--- src/rtl/proj_kmer_buffer_if.sv ---
// Symbol stream into the k-mer window and the parallel window back out to the hash stage.
interface proj_kmer_buffer_if #(
    parameter int DATA_BITS = 2,
    parameter int KMER_LEN  = 16
);
    logic [DATA_BITS-1:0]               in_data;
    logic                               start_over;
    logic [KMER_LEN-1:0][DATA_BITS-1:0] out_kmer;
    logic                               full;

    modport master (
        output in_data,
        output start_over,
        input  out_kmer,
        input  full
    );

    modport slave (
        input  in_data,
        input  start_over,
        output out_kmer,
        output full
    );
endinterface

--- src/rtl/proj_kmer_buffer.sv ---
// Sliding-window k-mer assembler; index 0 of out_kmer is the newest symbol.
// Optional macro PROJ_KMER_BUFFER_CLEAR_EN: start_over also zeroes the window contents.
module proj_kmer_buffer #(
    parameter int DATA_BITS = 2,
    parameter int KMER_LEN  = 16,
    parameter int OUT_KMER  = KMER_LEN * DATA_BITS
) (
    input  logic                 clk,
    input  logic                 rst,
    proj_kmer_buffer_if.slave    bus
);
    localparam int CNT_W = $clog2(KMER_LEN + 1);
    localparam logic [CNT_W-1:0] CNT_MAX = CNT_W'(KMER_LEN);

    generate
        if (OUT_KMER != KMER_LEN * DATA_BITS) begin : g_bad_width
            $error("proj_kmer_buffer: OUT_KMER must equal KMER_LEN*DATA_BITS");
        end
        if (KMER_LEN < 2) begin : g_bad_len
            $error("proj_kmer_buffer: KMER_LEN must be at least 2");
        end
    endgenerate

    logic [KMER_LEN-1:0][DATA_BITS-1:0] window_q, window_d;
    logic [CNT_W-1:0]                   cnt_q, cnt_d;

    // start_over discards the current symbol; the fill count saturates so full never drops on its own.
    always_comb begin
        window_d = window_q;
        cnt_d    = cnt_q;
        if (bus.start_over) begin
            cnt_d = '0;
`ifdef PROJ_KMER_BUFFER_CLEAR_EN
            window_d = '0;
`else
            window_d = window_q;
`endif
        end else begin
            window_d = {window_q[KMER_LEN-2:0], bus.in_data};
            if (cnt_q != CNT_MAX) begin
                cnt_d = cnt_q + 1'b1;
            end
        end
    end

    always_ff @(posedge clk) begin
        if (rst) begin
            window_q <= '0;
            cnt_q    <= '0;
        end else begin
            window_q <= window_d;
            cnt_q    <= cnt_d;
        end
    end

    assign bus.out_kmer = window_q;
    assign bus.full     = (cnt_q == CNT_MAX);
endmodule

--- src/flat_wrapper.sv ---
// flat-port wrapper written by rule: the top's interface ports become plain ports
module proj_kmer_buffer_flat 
#(
    parameter int DATA_BITS = 2,
    parameter int KMER_LEN  = 16,
    parameter int OUT_KMER  = KMER_LEN * DATA_BITS
)
  (clk, rst, bus_in_data, bus_start_over, bus_out_kmer, bus_full);
  proj_kmer_buffer_if #(.DATA_BITS(DATA_BITS), .KMER_LEN(KMER_LEN)) bus_i ();
  input  logic clk;
  input  logic rst;
  input wire logic [$bits(bus_i.in_data)-1:0] bus_in_data;
  input wire logic [$bits(bus_i.start_over)-1:0] bus_start_over;
  output wire logic [$bits(bus_i.out_kmer)-1:0] bus_out_kmer;
  output wire logic [$bits(bus_i.full)-1:0] bus_full;
  assign bus_i.in_data = bus_in_data;
  assign bus_i.start_over = bus_start_over;
  assign bus_out_kmer = bus_i.out_kmer;
  assign bus_full = bus_i.full;
  proj_kmer_buffer #(.DATA_BITS(DATA_BITS), .KMER_LEN(KMER_LEN), .OUT_KMER(OUT_KMER)) u_core (.clk(clk), .rst(rst), .bus(bus_i));
endmodule
--- config.mk ---
export PLATFORM = sky130hd
export DESIGN_NAME = proj_kmer_buffer_flat
export DESIGN_NICKNAME = d
export VERILOG_FILES = /design/src/rtl/proj_kmer_buffer_if.sv /design/src/rtl/proj_kmer_buffer.sv /design/src/flat_wrapper.sv
export SDC_FILE = /design/constraint.sdc
export NUM_CORES = 1
export LEC_CHECK = 0
export ABC_CLOCK_PERIOD_IN_PS = 1350
export BUFFER_PORTS_ARGS = -buffer_cell sky130_fd_sc_hd__buf_2
export CELL_PAD_IN_SITES_DETAIL_PLACEMENT = 0
export CELL_PAD_IN_SITES_GLOBAL_PLACEMENT = 1
export CORE_MARGIN = 2
export CORE_UTILIZATION = 38
export CTS_CLUSTER_DIAMETER = 50
export CTS_CLUSTER_SIZE = 12
export DETAILED_ROUTE_END_ITERATION = 12
export PLACE_DENSITY_LB_ADDON = 0.1
export SLEW_MARGIN = 10
export SYNTH_ARGS = -nofsm -noshare
export SYNTH_HDL_FRONTEND = slang
export SYNTH_SLANG_ARGS = --single-unit
--- constraint.sdc ---
create_clock -name clk -period 1.35 [get_ports clk]
set_input_delay 0.0675 -clock clk [delete_from_list [all_inputs] [get_ports clk]]
set_output_delay 0.0675 -clock clk [all_outputs]
set_load 0.005 [all_outputs]
== Word-level counts from Yosys, hierarchy flattened ==
Index checks and enable logic that the tools add are counted.
Cells by class
  equal/unequal tests: 2
  add/subtract/negate cells: 1
  reductions and logical operators: 1
Operators by type and width (count)
  $add A5 B1 Y5 const B: 1
  $eq A5 B5 Y1 const B: 1
  $ne A5 B5 Y1 const B: 1
  $reduce_or A2 Y1: 1
Word-level totals
  input bits: 5
  flip-flop bits (word level): 37
  logic and storage cells: 21

== Depth between registers and ports, before layout ==
  depth after elaboration: 1
  depth in mapped cells: 5
  depth with buffers taken out: 5

== Worst setup path after synthesis ==
Ideal clock, no wire load.
  path kind: reg-to-reg
  from: reg u_core.cnt_q[0]
  to: reg u_core.cnt_q[2]
  setup time: 0.064 ns
  data required time: 1.286 ns
  stages on the path, launching flop included: 6
  clock period less this slack: 1.252 ns
  data arrival time: 1.187 ns
  path slack: 0.098 ns
  cells stage by stage: dfxtp_1 > inv_1 > ha_1 > and4bb_4 > or3_1 > nor2_1
Between the ends
  word-level cells in the longest chain between the ends: 1
  elaborated cells on any way between the ends: 2
RTL lines
  start: declaration: line proj_kmer_buffer.sv:25  | logic [CNT_W-1:0] cnt_q, cnt_d;
  start signal: assignment: line proj_kmer_buffer.sv:52  | cnt_q <= cnt_d;
  $add A5 B1 Y5 / $ne A5 B5 Y1 (equally long branches): line proj_kmer_buffer.sv:41, proj_kmer_buffer.sv:40
Parallel ways exist; a longest one is shown, timed or not.
A chain may end at the register's enable or synchronous reset.

== Worst setup path after layout ==
  from: reg u_core.cnt_q[0]
  to: out bus_full
Between the ends
  word-level cells in the longest chain between the ends: 1
RTL lines
  $eq A5 B5 Y1: line proj_kmer_buffer.sv:57  | assign bus.full = (cnt_q == CNT_MAX);
  end: declaration: line flat_wrapper.sv:15  | output wire logic [$bits(bus_i.full)-1:0] bus_full;
No other way between the ends.

==> impl_metrics.csv <==
group,metric,value,unit
floorplan,die_h,63.7,um
drt,routed_wirelength,2.40,mm
sta,timing.hold.ws,0.0794,ns
floorplan,io_pins,38,
cts,cts.sinks,37,
placement,placed_cells,206,
synthesis,synth_cells,127,
worst_setup_path,required,1.28,ns
sta,drv_slew,0,
power_and_ir_drop,power_frac_clock,30.9,%
finish,syn_to_final_growth,27.4,%
synthesis,avgSynthCellArea,10.7,um^2
worst_setup_path,path_buf_inv,2,
worst_setup_path,cp-start-kind,"flip-flop",
global_route,grt_antenna_before_repair,0,
worst_setup_path,slowest_delay,0.35,ns
min_path,hp-class,"in -> reg",
worst_setup_path,crit_start,"u_core.cnt_q[0]",
synthesis,ys_seq_area_share,54.6,%
placement,post-dp-hpwl,1.62,mm
drt,antenna_left,0,
floorplan,die_x,63.7,um
drt,drc,0,
worst_setup_path,path_max_fanout,4,
worst_setup_path,crit_path_top_delay_cell,"dfxtp_2",
worst_setup_path,worst-endpoint-arrival,1.22,ns
power_and_ir_drop,p_int,1.36,mW
drt,first_iter_violations,50,
placement,port_buffers,37,
finish,n_antenna_cell,0,
finish,nFillCells,340,
worst_setup_path,reg2reg_from,"u_core.cnt_q[0]",
synthesis,synth.net_count,134,
drt,num_vias,1021,
worst_setup_path,critical_path.top_delay_family,"flip-flops",
drt,dr.pass1.iters,3,
sta,finalHoldViolCount,0,
placement,gp_congestion,0.679,
global_route,overflow,0,
power_and_ir_drop,power.leakage,0.858,nW
drt,via_per_inst,4.60,
sta,clock_skew,0.00673,ns
floorplan,start_util,40.0,%
sta,fin_tns_setup,0,ns
synthesis,syn_area,0.00136,mm^2
cts,clock_path_buffers,2,
power_and_ir_drop,ir_drop,0.000617,V
power_and_ir_drop,combPwrFrac,6.6,%
power_and_ir_drop,p_total,1.77,mW
floorplan,die_area,0.00406,mm^2
cts,cts.reportedPaths.clkPinSlew,0.09,ns
job,maxCapViolCount,0,
synthesis,synth_cell_types,14,
min_path,min_from,"bus_start_over",
power_and_ir_drop,p_sw,0.409,mW
global_route,grt_start_max_net_pins,36,
global_route,grt_pass1_wl,4.02,mm
sta,relSlewSlack,76.8,%
worst_setup_path,endpoint_kind,"output pin",
cts,h-tree-depth,2,
finish,nets,182,
sta,rsz0062_at_grt,"yes",
cts,clockRootBuffer,"clkbuf_4",
cts,cts_tree,"yes",
floorplan,fp.coreArea,0.00339,mm^2
floorplan,rows,21,
power_and_ir_drop,powerDensity,1030,mW/mm^2
outcome,status,"finished, final reports clean",
cts,clock_latency,0.33,ns
global_route,grt_util_all_layers,13.1,%
sta,fmax,0.777,GHz
synthesis,ys_ff_latch,37,
cts,numCtsBuffers,5,
sta,setup_violations,0,
finish,final_core_util,51.0,%
sta,fin_crit_sh,95.3,%
worst_setup_path,worstSetupPathType,"reg -> out",
global_route,grt_pass1_vias,878,
power_and_ir_drop,power_frac_seq,62.6,%
worst_setup_path,cp_cell_sequence,"inv_2 > ha_4 > and4bb_4 > buf_6",
finish,final_cells,222,
sta,period_minus_slack,1.29,ns
drt,wl_per_cell,10.8,um
finish,layout-drive-gt1-share,33.0,%
power_and_ir_drop,sw_frac_of_total,23.1,%
sta,worst_slew_pin_slew,0.349,ns
worst_setup_path,r2r_setup_slack,0.11,ns
synthesis,yosys_warnings,0,
## tightest hold or removal path, delay by kind of cell
family                 cells  cell delay [ns]
AND/OR/NAND/NOR            2             0.17
buffers and inverters      1             0.13
## layer usage
layer / vias up / GRT usage (%) / wire (um)
met5: - / 0 / 0
met4: 0 / 5.71 / 45
met3: 5 / 7.22 / 148
met2: 26 / 20.3 / 1160
met1: 476 / 15.0 / 1050
li1: 514 / - / -
## cell type report
cell class / instances / area, um^2 / share of cell area [%]
clock buffers: 7 / 45.0 / 2.61
clock inverters: 1 / 7.51 / 0.434
inverters: 2 / 7.51 / 0.434
multi-input cells: 80 / 578 / 33.5
flip-flops and latches: 37 / 743 / 43.0
well taps: 46 / 57.6 / 3.33
repair buffers: 49 / 289 / 16.7
## power groups by stage
stage          Clock (mW)  Combinational, mW  Sequential [mW]
3_3_place_gp            0              0.100             1.13
6_report            0.547              0.116             1.11
4_1_cts             0.578              0.109             1.11
3_5_place_dp            0              0.102             1.13
5_1_grt             0.635              0.129             1.11
2_1_floorplan           0             0.0762             1.13
## placed cells by master, fill, tap and decap left out, drive strengths merged
cell,instances
dfxtp,37
mux2i,33
xnor2,2
dlygate4sd3,3
ha,2
nor3,3
nor2,34
nand3,2
or3,1
clkinvlp,1
and4bb,1
clkbuf,7
inv,2
xor2,2
buf,46
## flip-flops by register name (all words and copies together), names as in the netlist
signal and count:
u_core.cnt_q 5, u_core.bus.out_kmer 32
## worst paths after layout
check	to	cells past startpoint
hold / removal	u_core.cnt_q[2]	3
hold reg to reg	u_core.bus.out_kmer[30]	2
setup reg to reg	u_core.cnt_q[1]	6
setup / recovery	bus_full	4
## kinds of logic after synthesis
group / share of synthesized area, %
simple gates: 12.9
flops: 54.6
mux: 24.4
buf+inv: 3.69
xor+xnor: 2.58
fa+ha+maj: 1.84
## what timing repair did
| action | CTS | global route |
|---|---|---|
| hold buffers | 3 | 0 |
| pin swaps | 0 | 1 |
| resized for setup | 3 | 4 |
| hold endpoints to repair | 4 | 0 |
| setup buffers | 2 | 3 |
| endpoints found under the setup margin | 1 | 3 |
## synth_stat cells
| cell type | number | area (um^2) |
|---|---|---|
| mux2i_1 | 33 | 330 |
| clkbuf_1 | 4 | 15.0 |
| ha_1 | 2 | 25.0 |
| and4bb_4 | 1 | 16.3 |
| nor3_1 | 3 | 15.0 |
| or3_1 | 1 | 6.26 |
| buf_2 | 1 | 5.00 |
| xnor2_1 | 2 | 17.5 |
| inv_1 | 2 | 7.51 |
| buf_4 | 3 | 22.5 |
| nand3_1 | 2 | 10.0 |
| nor2_1 | 34 | 128 |
| dfxtp_1 | 37 | 741 |
| xor2_1 | 2 | 17.5 |
## through the flow
stage	area, um^2	worst slack, ns
after floorplan	1360	0.0985
final	1730	0.0632
after CTS	1690	0.00588
after global routing	1730	-0.00821
after global placement	1590	0.0906
after detailed placement	1590	0.0295
Note: power is estimated with default switching activity, not from simulation.
